## config.mk

```make
export PLATFORM = sky130hd
export DESIGN_NAME = spi_slave
export DESIGN_NICKNAME = d
export VERILOG_FILES = /design/src/rtl/spi_slave.sv
export SDC_FILE = /design/constraint.sdc
export NUM_CORES = 1
export LEC_CHECK = 0
export ABC_AREA = 1
export CAP_MARGIN = 30
export CORE_MARGIN = 10
export CORE_UTILIZATION = 54
export DETAILED_ROUTE_END_ITERATION = 8
export GPL_TIMING_DRIVEN = 0
export PLACE_DENSITY = 0.85
export SLEW_MARGIN = 20
export SYNTH_ARGS = -nofsm -noshare
export SYNTH_HDL_FRONTEND = slang
export SYNTH_SLANG_ARGS = --single-unit
```

## constraint.sdc

```tcl
create_clock -name i_clk -period 1.8 [get_ports i_clk]
set_input_delay 0.36 -clock i_clk [delete_from_list [all_inputs] [get_ports i_clk]]
set_output_delay 0.36 -clock i_clk [all_outputs]
set_load 0.03 [all_outputs]
```

## src/rtl/spi_slave.sv

```systemverilog
// SPI responder: oversamples SCLK/CS_N/MOSI on i_clk, deserialises MOSI into
// words with a one-cycle valid strobe and serialises a handshaked tx word on MISO.
module spi_slave #(
  parameter int unsigned          SPI_MODE  = 0,
  parameter int unsigned          DATAWIDTH = 8,
  parameter logic [DATAWIDTH-1:0] TX_IDLE   = '1
) (
  input  logic                 i_clk,
  input  logic                 i_reset,
  input  logic                 i_spi_clk,
  input  logic                 i_spi_cs_n,
  input  logic                 i_spi_MOSI,
  output logic                 o_spi_MISO,
  output logic                 o_spi_MISO_en,
  input  logic [DATAWIDTH-1:0] i_tx_data,
  input  logic                 i_tx_valid,
  output logic                 o_tx_ready,
  output logic                 o_rx_valid,
  output logic [DATAWIDTH-1:0] o_rx_data
);

  localparam bit CPOL = ((SPI_MODE / 2) % 2) == 1;
  localparam bit CPHA = (SPI_MODE % 2) == 1;
  localparam int unsigned CNT_W = $clog2(DATAWIDTH + 1);
  localparam logic [CNT_W-1:0] FULL_CNT = CNT_W'(DATAWIDTH);
  localparam logic [CNT_W-1:0] LAST_CNT = CNT_W'(DATAWIDTH - 1);

  localparam logic [0:0] ST_IDLE   = 1'b0;
  localparam logic [0:0] ST_ACTIVE = 1'b1;

  // Synchroniser chains; the *_prev flops provide edge detection.
  logic sclk_meta_q, sclk_sync_q, sclk_prev_q;
  logic cs_meta_q, cs_sync_q, cs_prev_q;
  logic mosi_meta_q, mosi_sync_q;

  // NOTE: sequential state is written with non-blocking assignments so every
  // flop samples the pre-edge value of its neighbours, as real hardware does.
  always_ff @(posedge i_clk or posedge i_reset) begin
    if (i_reset) begin
      sclk_meta_q <= CPOL;
      sclk_sync_q <= CPOL;
      sclk_prev_q <= CPOL;
      cs_meta_q   <= 1'b1;
      cs_sync_q   <= 1'b1;
      cs_prev_q   <= 1'b1;
      mosi_meta_q <= 1'b0;
      mosi_sync_q <= 1'b0;
    end else begin
      sclk_meta_q <= i_spi_clk;
      sclk_sync_q <= sclk_meta_q;
      sclk_prev_q <= sclk_sync_q;
      cs_meta_q   <= i_spi_cs_n;
      cs_sync_q   <= cs_meta_q;
      cs_prev_q   <= cs_sync_q;
      mosi_meta_q <= i_spi_MOSI;
      mosi_sync_q <= mosi_meta_q;
    end
  end

  logic lead_edge, trail_edge, sample_edge, shift_edge, cs_fall;

  assign lead_edge   = (sclk_sync_q != CPOL) && (sclk_prev_q == CPOL);
  assign trail_edge  = (sclk_sync_q == CPOL) && (sclk_prev_q != CPOL);
  assign sample_edge = CPHA ? trail_edge : lead_edge;
  assign shift_edge  = CPHA ? lead_edge : trail_edge;
  assign cs_fall     = cs_prev_q && !cs_sync_q;

  logic [0:0]           state_q, state_d;
  logic [CNT_W-1:0]     bit_cnt_q, bit_cnt_d;
  logic [DATAWIDTH-1:0] rx_shift_q, rx_shift_d;
  logic [DATAWIDTH-1:0] tx_shift_q, tx_shift_d;
  logic [DATAWIDTH-1:0] hold_q, hold_d;
  logic                 hold_full_q, hold_full_d;
  logic [DATAWIDTH-1:0] rx_data_q, rx_data_d;
  logic                 rx_valid_q, rx_valid_d;
  logic                 miso_q, miso_d;
  logic                 miso_en_q, miso_en_d;

  logic                 frame_start;
  logic                 go_idle;
  logic [DATAWIDTH-1:0] next_word;

  // NOTE: every always_comb output gets a default first, so no path can leave
  // a signal unassigned and infer a latch.
  always_comb begin
    state_d     = state_q;
    bit_cnt_d   = bit_cnt_q;
    rx_shift_d  = rx_shift_q;
    tx_shift_d  = tx_shift_q;
    hold_d      = hold_q;
    hold_full_d = hold_full_q;
    rx_data_d   = rx_data_q;
    rx_valid_d  = 1'b0;
    miso_d      = miso_q;
    miso_en_d   = miso_en_q;
    frame_start = 1'b0;
    go_idle     = 1'b0;
    next_word   = TX_IDLE;

    // Load and transfer are exclusive: one needs the register empty, the other full.
    if (i_tx_valid && !hold_full_q) begin
      hold_d      = i_tx_data;
      hold_full_d = 1'b1;
    end

    case (state_q)
      ST_IDLE: begin
        if (cs_fall) frame_start = 1'b1;
      end
      ST_ACTIVE: begin
        if (bit_cnt_q == FULL_CNT) begin
          rx_data_d  = rx_shift_q;
          rx_valid_d = 1'b1;
          bit_cnt_d  = '0;
          if (!cs_sync_q) frame_start = 1'b1;
          else            go_idle     = 1'b1;
        end else if (cs_sync_q) begin
          // A final sample edge coincident with deselect still completes the word.
          if (sample_edge && (bit_cnt_q == LAST_CNT)) begin
            rx_shift_d = {rx_shift_q[DATAWIDTH-2:0], mosi_sync_q};
            bit_cnt_d  = FULL_CNT;
          end else begin
            go_idle = 1'b1;
          end
        end else begin
          if (sample_edge) begin
            rx_shift_d = {rx_shift_q[DATAWIDTH-2:0], mosi_sync_q};
            bit_cnt_d  = bit_cnt_q + CNT_W'(1);
          end
          // In CPHA=0 the trailing edge after the last bit lands in the next
          // frame with the counter at zero; it must not disturb the new MSB.
          if (shift_edge && (CPHA || (bit_cnt_q != '0))) begin
            miso_d     = tx_shift_q[DATAWIDTH-1];
            tx_shift_d = tx_shift_q << 1;
          end
        end
      end
      default: go_idle = 1'b1;
    endcase

    if (frame_start) begin
      if (hold_full_q) begin
        next_word   = hold_q;
        hold_full_d = 1'b0;
      end
      if (CPHA) begin
        tx_shift_d = next_word;
      end else begin
        miso_d     = next_word[DATAWIDTH-1];
        tx_shift_d = next_word << 1;
      end
      miso_en_d = 1'b1;
      bit_cnt_d = '0;
      state_d   = ST_ACTIVE;
    end

    if (go_idle) begin
      state_d   = ST_IDLE;
      bit_cnt_d = '0;
      miso_d    = 1'b0;
      miso_en_d = 1'b0;
    end
  end

  always_ff @(posedge i_clk or posedge i_reset) begin
    if (i_reset) begin
      state_q     <= ST_IDLE;
      bit_cnt_q   <= '0;
      rx_shift_q  <= '0;
      tx_shift_q  <= '0;
      hold_q      <= '0;
      hold_full_q <= 1'b0;
      rx_data_q   <= '0;
      rx_valid_q  <= 1'b0;
      miso_q      <= 1'b0;
      miso_en_q   <= 1'b0;
    end else begin
      state_q     <= state_d;
      bit_cnt_q   <= bit_cnt_d;
      rx_shift_q  <= rx_shift_d;
      tx_shift_q  <= tx_shift_d;
      hold_q      <= hold_d;
      hold_full_q <= hold_full_d;
      rx_data_q   <= rx_data_d;
      rx_valid_q  <= rx_valid_d;
      miso_q      <= miso_d;
      miso_en_q   <= miso_en_d;
    end
  end

  assign o_spi_MISO    = miso_q;
  assign o_spi_MISO_en = miso_en_q;
  assign o_tx_ready    = !hold_full_q;
  assign o_rx_valid    = rx_valid_q;
  assign o_rx_data     = rx_data_q;

endmodule

```

==> results of run 1 <==
==> placed cells by master, fill, tap and decap left out, drive strengths merged <==
cell           count
nand2             63
dfrtp             44
o21ai             32
inv               28
clkdlybuf4s50     23
nor2              16
nand3             11
mux2               7
clkbuf             7
buf                5
nand4              4
dfstp              3
a21oi              3
ha                 2
dlygate4sd2        2
clkinv             1
o211ai             1
nor3               1
bufinv             1
==> routing by layer <==
| metal | track usage [%] | part of all wire (%) | vias up |
|---|---|---|---|
| met1 | 14.05 | 44 | 720 |
| met5 | 0 | 0 | - |
| li1 | - | - | 769 |
| met3 | 3.057 | 3.8 | 5 |
| met2 | 19.04 | 50 | 30 |
| met4 | 6.122 | 1.3 | 0 |
==> worst min path at each step <==
| stage | startpoint | end | slack, ps | cells after the start |
|---|---|---|---|---|
| floorplan | mosi_meta_q | mosi_sync_q | 330 | 0 |
| global placement | mosi_meta_q | mosi_sync_q | 330 | 0 |
| detailed placement | sclk_meta_q | sclk_sync_q | 330 | 0 |
| CTS | i_reset | tx_shift_q[1] | 350 | 2 |
| global route | cs_meta_q | cs_sync_q | 360 | 0 |
| finish | i_reset | tx_shift_q[1] | 340 | 2 |
==> power by group through the flow <==
stage               Clock [mW]  Combinational [mW]  Sequential (mW)
floorplan                    0               0.999             1.82
global placement             0                1.58             1.67
detailed placement           0                1.65             1.69
CTS                      0.755                1.64             1.66
global route             0.805                1.86             1.72
finish                   0.745                1.67             1.67
==> layout make-up <==
| class | count | share of cell area, % |
|---|---|---|
| inverters | 29 | 4.415 |
| clock buffers | 7 | 3.026 |
| flip-flops and latches | 47 | 46.83 |
| well taps | 48 | 2.381 |
| clock inverters | 1 | 1.190 |
| plain buffers | 3 | 0.9425 |
| multi-input cells | 140 | 30.31 |
| repair buffers | 27 | 10.91 |
==> cell families (layout without fill, tap and decap cells) <==
logic type | count (synthesis) | in the layout | synth area share, %
multiplexers | 7 | 7 | 3.823
AO/OA/AOI/OAI | 36 | 36 | 10.86
adder cells (fa/ha/maj) | 2 | 2 | 1.213
flip-flops | 47 | 47 | 57.22
buffers and inverters | 32 | 67 | 6.310
AND/OR/NAND/NOR | 95 | 95 | 20.57
==> metrics by stage <==
stage	cells	util, %	setup WS [ps]	TNS, ps
floorplan	219	-	319.2	0
global placement	292	64.31	-518.9	-23210
detailed placement	293	64.86	94.43	0
CTS	301	67.67	81.61	0
global route	302	68.39	-12.86	-23.03
finish	302	68.39	101.2	0
==> sequential cells by signal, indices dropped and copies added, names as in the netlist, 4 cells and up <==
name / flops
rx_shift_q: 8
tx_shift_q: 7
bit_cnt_q: 4
hold_q: 8
o_rx_data: 8
==> timing repair <==
item,CTS,global route
setup buffers,0,1
gates resized for setup,2,7
endpoints found under the setup margin,2,11
pin swaps,0,1
==> results_dict.tcl, run 1 <==
set metrics [dict create \
    num_rows 22 \
    placeableCoreArea_sq_um 3689 \
    finish.net_count 269 \
    netlist_instances 219 \
    first_iter_violations 124 \
    fmax_mhz 588.6 \
    setup_viol_count_final 0 \
    timing.critical_path.to_type "output pin" \
    first_pass_iters 4 \
    cp_slowest_cell "sky130_fd_sc_hd__clkdlybuf4s50_1" \
    cts-htree-levels 2 \
    first_global_vias 1469 \
    postPlaceCellArea_sq_um 2392 \
    layout.area.seq_sq_um 1181 \
    setup.worst_path.start_class "flop" \
    synthesized_flop_and_latch_total 47 \
    cts.path.max_buffers 2 \
    max_cap_violations 0 \
    routabilityCongestion 0.8603 \
    min_path_type "in -> async" \
    synth.largest_area_cell "sky130_fd_sc_hd__dfrtp_1" \
    clkTransAtPathRegs_ps 80 \
    worstPathMaxFanout 2 \
    vias_per_cell 5.046 \
    postSynth.asyncResetShare_pct 100.0 \
    r2r-end "tx_shift_q[6]" \
    intPower_mw 2.506 \
    critPathArrivalTime_ps 1340 \
    ff2ff_path_depth 11 \
    grt_max_degree 33 \
    yosys.cell_count.top_type "sky130_fd_sc_hd__nand2_1" \
    crit_path_end "o_rx_data[7]" \
    route.detailed.drc 0 \
    critical_path.reg2reg.startpoint "bit_cnt_q[1]" \
    drt_wl_total_um 3736 \
    netlist-cell-type-count 27 \
    cp_data_required_time_ps 1440 \
    cp.depth 1 \
    final_design_area_no_fill_sq_um 2522 \
    via_count 1524 \
    die-height_um 81.80 \
    port_buffers 25 \
    cts_inserted_buffers 5 \
    top_cell_type_s_share_of_synthesized_area_pct 53.40 \
    tritoncts "done" \
    final-max-slew-violation-count 0 \
    slew-limit-headroom_pct 75.36 \
    number_of_antenna_violations_at_the_first_check_in_global_routing 0 \
    share_comb_of_total_power_pct 40.8 \
    ios 26 \
    hold_viol 0 \
    reg2reg_slack_ps 190 \
    power.share.switching_pct 38.62 \
    cts_sinks 47 \
    multi_input_area_sq_um 764.5 \
    run_status "finished clean" \
    total_power_mw 4.082 \
    die_area_sq_um 6690 \
    worst_path_buffer_plus_inverter_count 1 \
    netSwitchingPower_mw 1.577 \
    worst-slew-pin-transition_ps 368.8 \
    final_critical_path_required_period_ps 1699 \
    wl_per_cell_um 12.37 \
    starting_density_of_the_core_pct 55.90 \
    synth.top_cells.by_count "sky130_fd_sc_hd__nand2_1 (60), sky130_fd_sc_hd__dfrtp_1 (44), sky130_fd_sc_hd__inv_1 (25), sky130_fd_sc_hd__o21ai_0 (19), sky130_fd_sc_hd__nor2_1 (14)" \
    clock-root-buffer "sky130_fd_sc_hd__clkbuf_8" \
    clock_power_share_pct 18.3 \
    synth.area.top_cells "sky130_fd_sc_hd__dfrtp_1 (53%), sky130_fd_sc_hd__nand2_1 (11%), sky130_fd_sc_hd__o21ai_0 (4.6%)" \
    synth-edff-count 0 \
    period_utilization_pct 94.38 \
    finalClockSkew_ps 7.731 \
    ir_drop_mv 0.9351 \
    syn-num-nets 235 \
    number_of_nets_still_failing_antenna_checks_after_routing 0 \
    grt_overflow 0 \
    synth_area_per_cell_sq_um 9.415 \
    synth_ff_type "sky130_fd_sc_hd__dfrtp_1" \
    grt_first_pass_wirelength_um 6258 \
    hold_buffers 0 \
    power_per_cell_area_nw_per_um2 1618 \
    grt_usage_pct 11.74 \
    synth-seq-area-share_pct 57.22 \
    fillCellCount 289 \
    antenna_cells_inserted 0 \
    pwr-share-seq_pct 40.9 \
    top_delay_family_on_crit_path "buffers and inverters" \
    cpPeakStageDelay_ps 680 \
    netlist_area_sq_um 2062 \
    die-width_um 81.80 \
    p_leak_nw 1.217 \
    holdWs_ps 341.6 \
    worstPathCellList "clkdlybuf4s50_1" \
    area_growth_pct 22.33 \
    drive_gt1_share_pct 16.93 \
    clock_latency_on_the_worst_skew_pair_ps 290 \
    dp_hpwl_um 2740 \
    startpoint "o_rx_data[7]" \
    synth_warnings 0 \
    critPathKind "reg -> out" \
]
No activity file was read; power rests on OpenSTA's default activity.
==> inputs of run 2 (changes only) <==
Settings changed: CTS_CLUSTER_DIAMETER set to 30.
Clock period 1.8 ns to 1.9 ns, I/O delays scaled along.
==> run 2 against run 1 <==
Effect of this change: first-iteration DRC count is 4.0% higher; routed wire length is 1.3% lower; clock skew hardly changed; cell area is 0.99% lower; power is 6.3% lower; clock-buffer cell count stayed put; combinational power is 8% lower.
==> results_dict.tcl, run 2 (synthesis results as in run 1) <==
set metrics [dict create \
    rsz0062_at_grt "false" \
    critPathArrivalTime_ps 1430 \
    critPathKind "reg -> out" \
    cts-htree-levels 2 \
    p_leak_nw 1.206 \
    setup_slack_after_layout_ps 91.77 \
    fmax_mhz 553.0 \
    cts.path.max_buffers 2 \
    starting_density_of_the_core_pct 55.90 \
    dp_hpwl_um 2740 \
    mostFrequentLayoutCell "sky130_fd_sc_hd__nand2_1" \
    power_per_cell_area_nw_per_um2 1531 \
    port_buffers 25 \
    die_area_sq_um 6690 \
    route.detailed.drc 0 \
    post_cts_resize_count 1 \
    worstPathCellList "clkdlybuf4s50_1" \
    top_library_cells_by_usage_in_the_layout_fill_and_taps_aside "sky130_fd_sc_hd__nand2_1 (60), sky130_fd_sc_hd__dfrtp_1 (44), sky130_fd_sc_hd__inv_1 (24), sky130_fd_sc_hd__clkdlybuf4s50_1 (24), sky130_fd_sc_hd__o21ai_0 (19)" \
    fin_util_pct 67.71 \
    drive_gt1_share_pct 15.81 \
    layout.area.seq_sq_um 1180 \
    hold_buffers 0 \
    min_path_type "reg -> reg" \
    cp.depth 1 \
    post_cts_setup_repair_buffer_count 0 \
    cts_sinks 47 \
    clock-root-buffer "sky130_fd_sc_hd__clkbuf_8" \
    clkTransAtPathRegs_ps 80 \
    hold_viol 0 \
    r2r-end "o_rx_data[1]" \
    fillCellCount 297 \
    grt_first_pass_wirelength_um 6258 \
    number_of_nets_still_failing_antenna_checks_after_routing 0 \
    worst-slew-pin-transition_ps 368.3 \
    finish.net_count 268 \
    grt_overflow 0 \
    ir_drop_mv 0.8852 \
    whs_path_depth 0 \
    postPlaceCellArea_sq_um 2392 \
    grt_max_degree 33 \
    drt_wl_total_um 3687 \
    startpoint "o_spi_MISO_en" \
    vias_per_cell 5.053 \
    routabilityCongestion 0.8603 \
    reg2reg_slack_ps 200 \
    die-width_um 81.80 \
    grt_usage_pct 11.74 \
    via_count 1521 \
    cp_slowest_cell "sky130_fd_sc_hd__clkdlybuf4s50_1" \
    worst_path_buffer_plus_inverter_count 1 \
    tritoncts "done" \
    final_critical_path_required_period_ps 1808 \
    final-max-slew-violation-count 0 \
    crit_path_end "o_spi_MISO_en" \
    area_growth_pct 21.12 \
    critical_path.reg2reg.startpoint "bit_cnt_q[0]" \
    setup_viol_count_final 0 \
    timing.critical_path.to_type "output pin" \
    finalClockSkew_ps 7.577 \
    dp_worst_setup_slack_ps 194.4 \
    ff2ff_path_depth 10 \
    first_global_vias 1469 \
    cts_inserted_buffers 5 \
    top_delay_family_on_crit_path "buffers and inverters" \
    cp_data_required_time_ps 1520 \
    placeableCoreArea_sq_um 3689 \
    die-height_um 81.80 \
    clock_latency_on_the_worst_skew_pair_ps 300 \
    first_iter_violations 129 \
    setup.worst_path.start_class "flop" \
    num_rows 22 \
    wl_per_cell_um 12.25 \
    worstPathMaxFanout 6 \
    antenna_cells_inserted 0 \
    max_cap_violations 0 \
    number_of_antenna_violations_at_the_first_check_in_global_routing 0 \
    period_utilization_pct 95.17 \
    multi_input_area_sq_um 752.0 \
    run_status "finished clean" \
    slew-limit-headroom_pct 75.39 \
    first_pass_iters 4 \
    ios 26 \
    final_design_area_no_fill_sq_um 2497 \
    cpPeakStageDelay_ps 700 \
]
[run 2: worst min-delay path by stage]
| stage | from | endpoint | slack, ps |
|---|---|---|---|
| floorplan | mosi_meta_q | mosi_sync_q | 330 |
| global placement | mosi_meta_q | mosi_sync_q | 330 |
| detailed placement | sclk_meta_q | sclk_sync_q | 330 |
| CTS | sclk_meta_q | sclk_sync_q | 350 |
| global route | cs_meta_q | cs_sync_q | 360 |
| finish | sclk_meta_q | sclk_sync_q | 350 |
[run 2: stage by stage]
step | power [mW] | cells | hold WS, ps | setup TNS (ps)
2_1_floorplan | 2.674 | 219 | 331.2 | 0
3_3_place_gp | 3.081 | 292 | 333.6 | -19450
3_5_place_dp | 3.156 | 293 | 334.7 | 0
4_1_cts | 3.855 | 301 | 352.6 | 0
5_1_grt | 4.107 | 301 | 360.3 | 0
6_report | 3.824 | 301 | 350.6 | 0
[run 2: cell type report]
type / count / share of cell area, %
tap: 48 / 2.405
clock buffer: 7 / 3.056
buffer: 3 / 0.8517
clock inverter: 1 / 1.202
inverter: 29 / 4.359
multi-input combinational: 140 / 30.11
sequential: 47 / 47.24
timing repair buffer: 26 / 10.77
[run 2: report_power, final]
part,switching [mW],internal (mW)
registers,0.211,1.37
clock network,0.310,0.394
logic,0.946,0.597
total,1.47,2.36
[run 2: layer usage]
layer  GRT usage [%]  part of all wire [%]
met1           14.05                    44
met4           6.122                   1.8
met2           19.04                    50
met5               0                     0
met3           3.057                   4.1
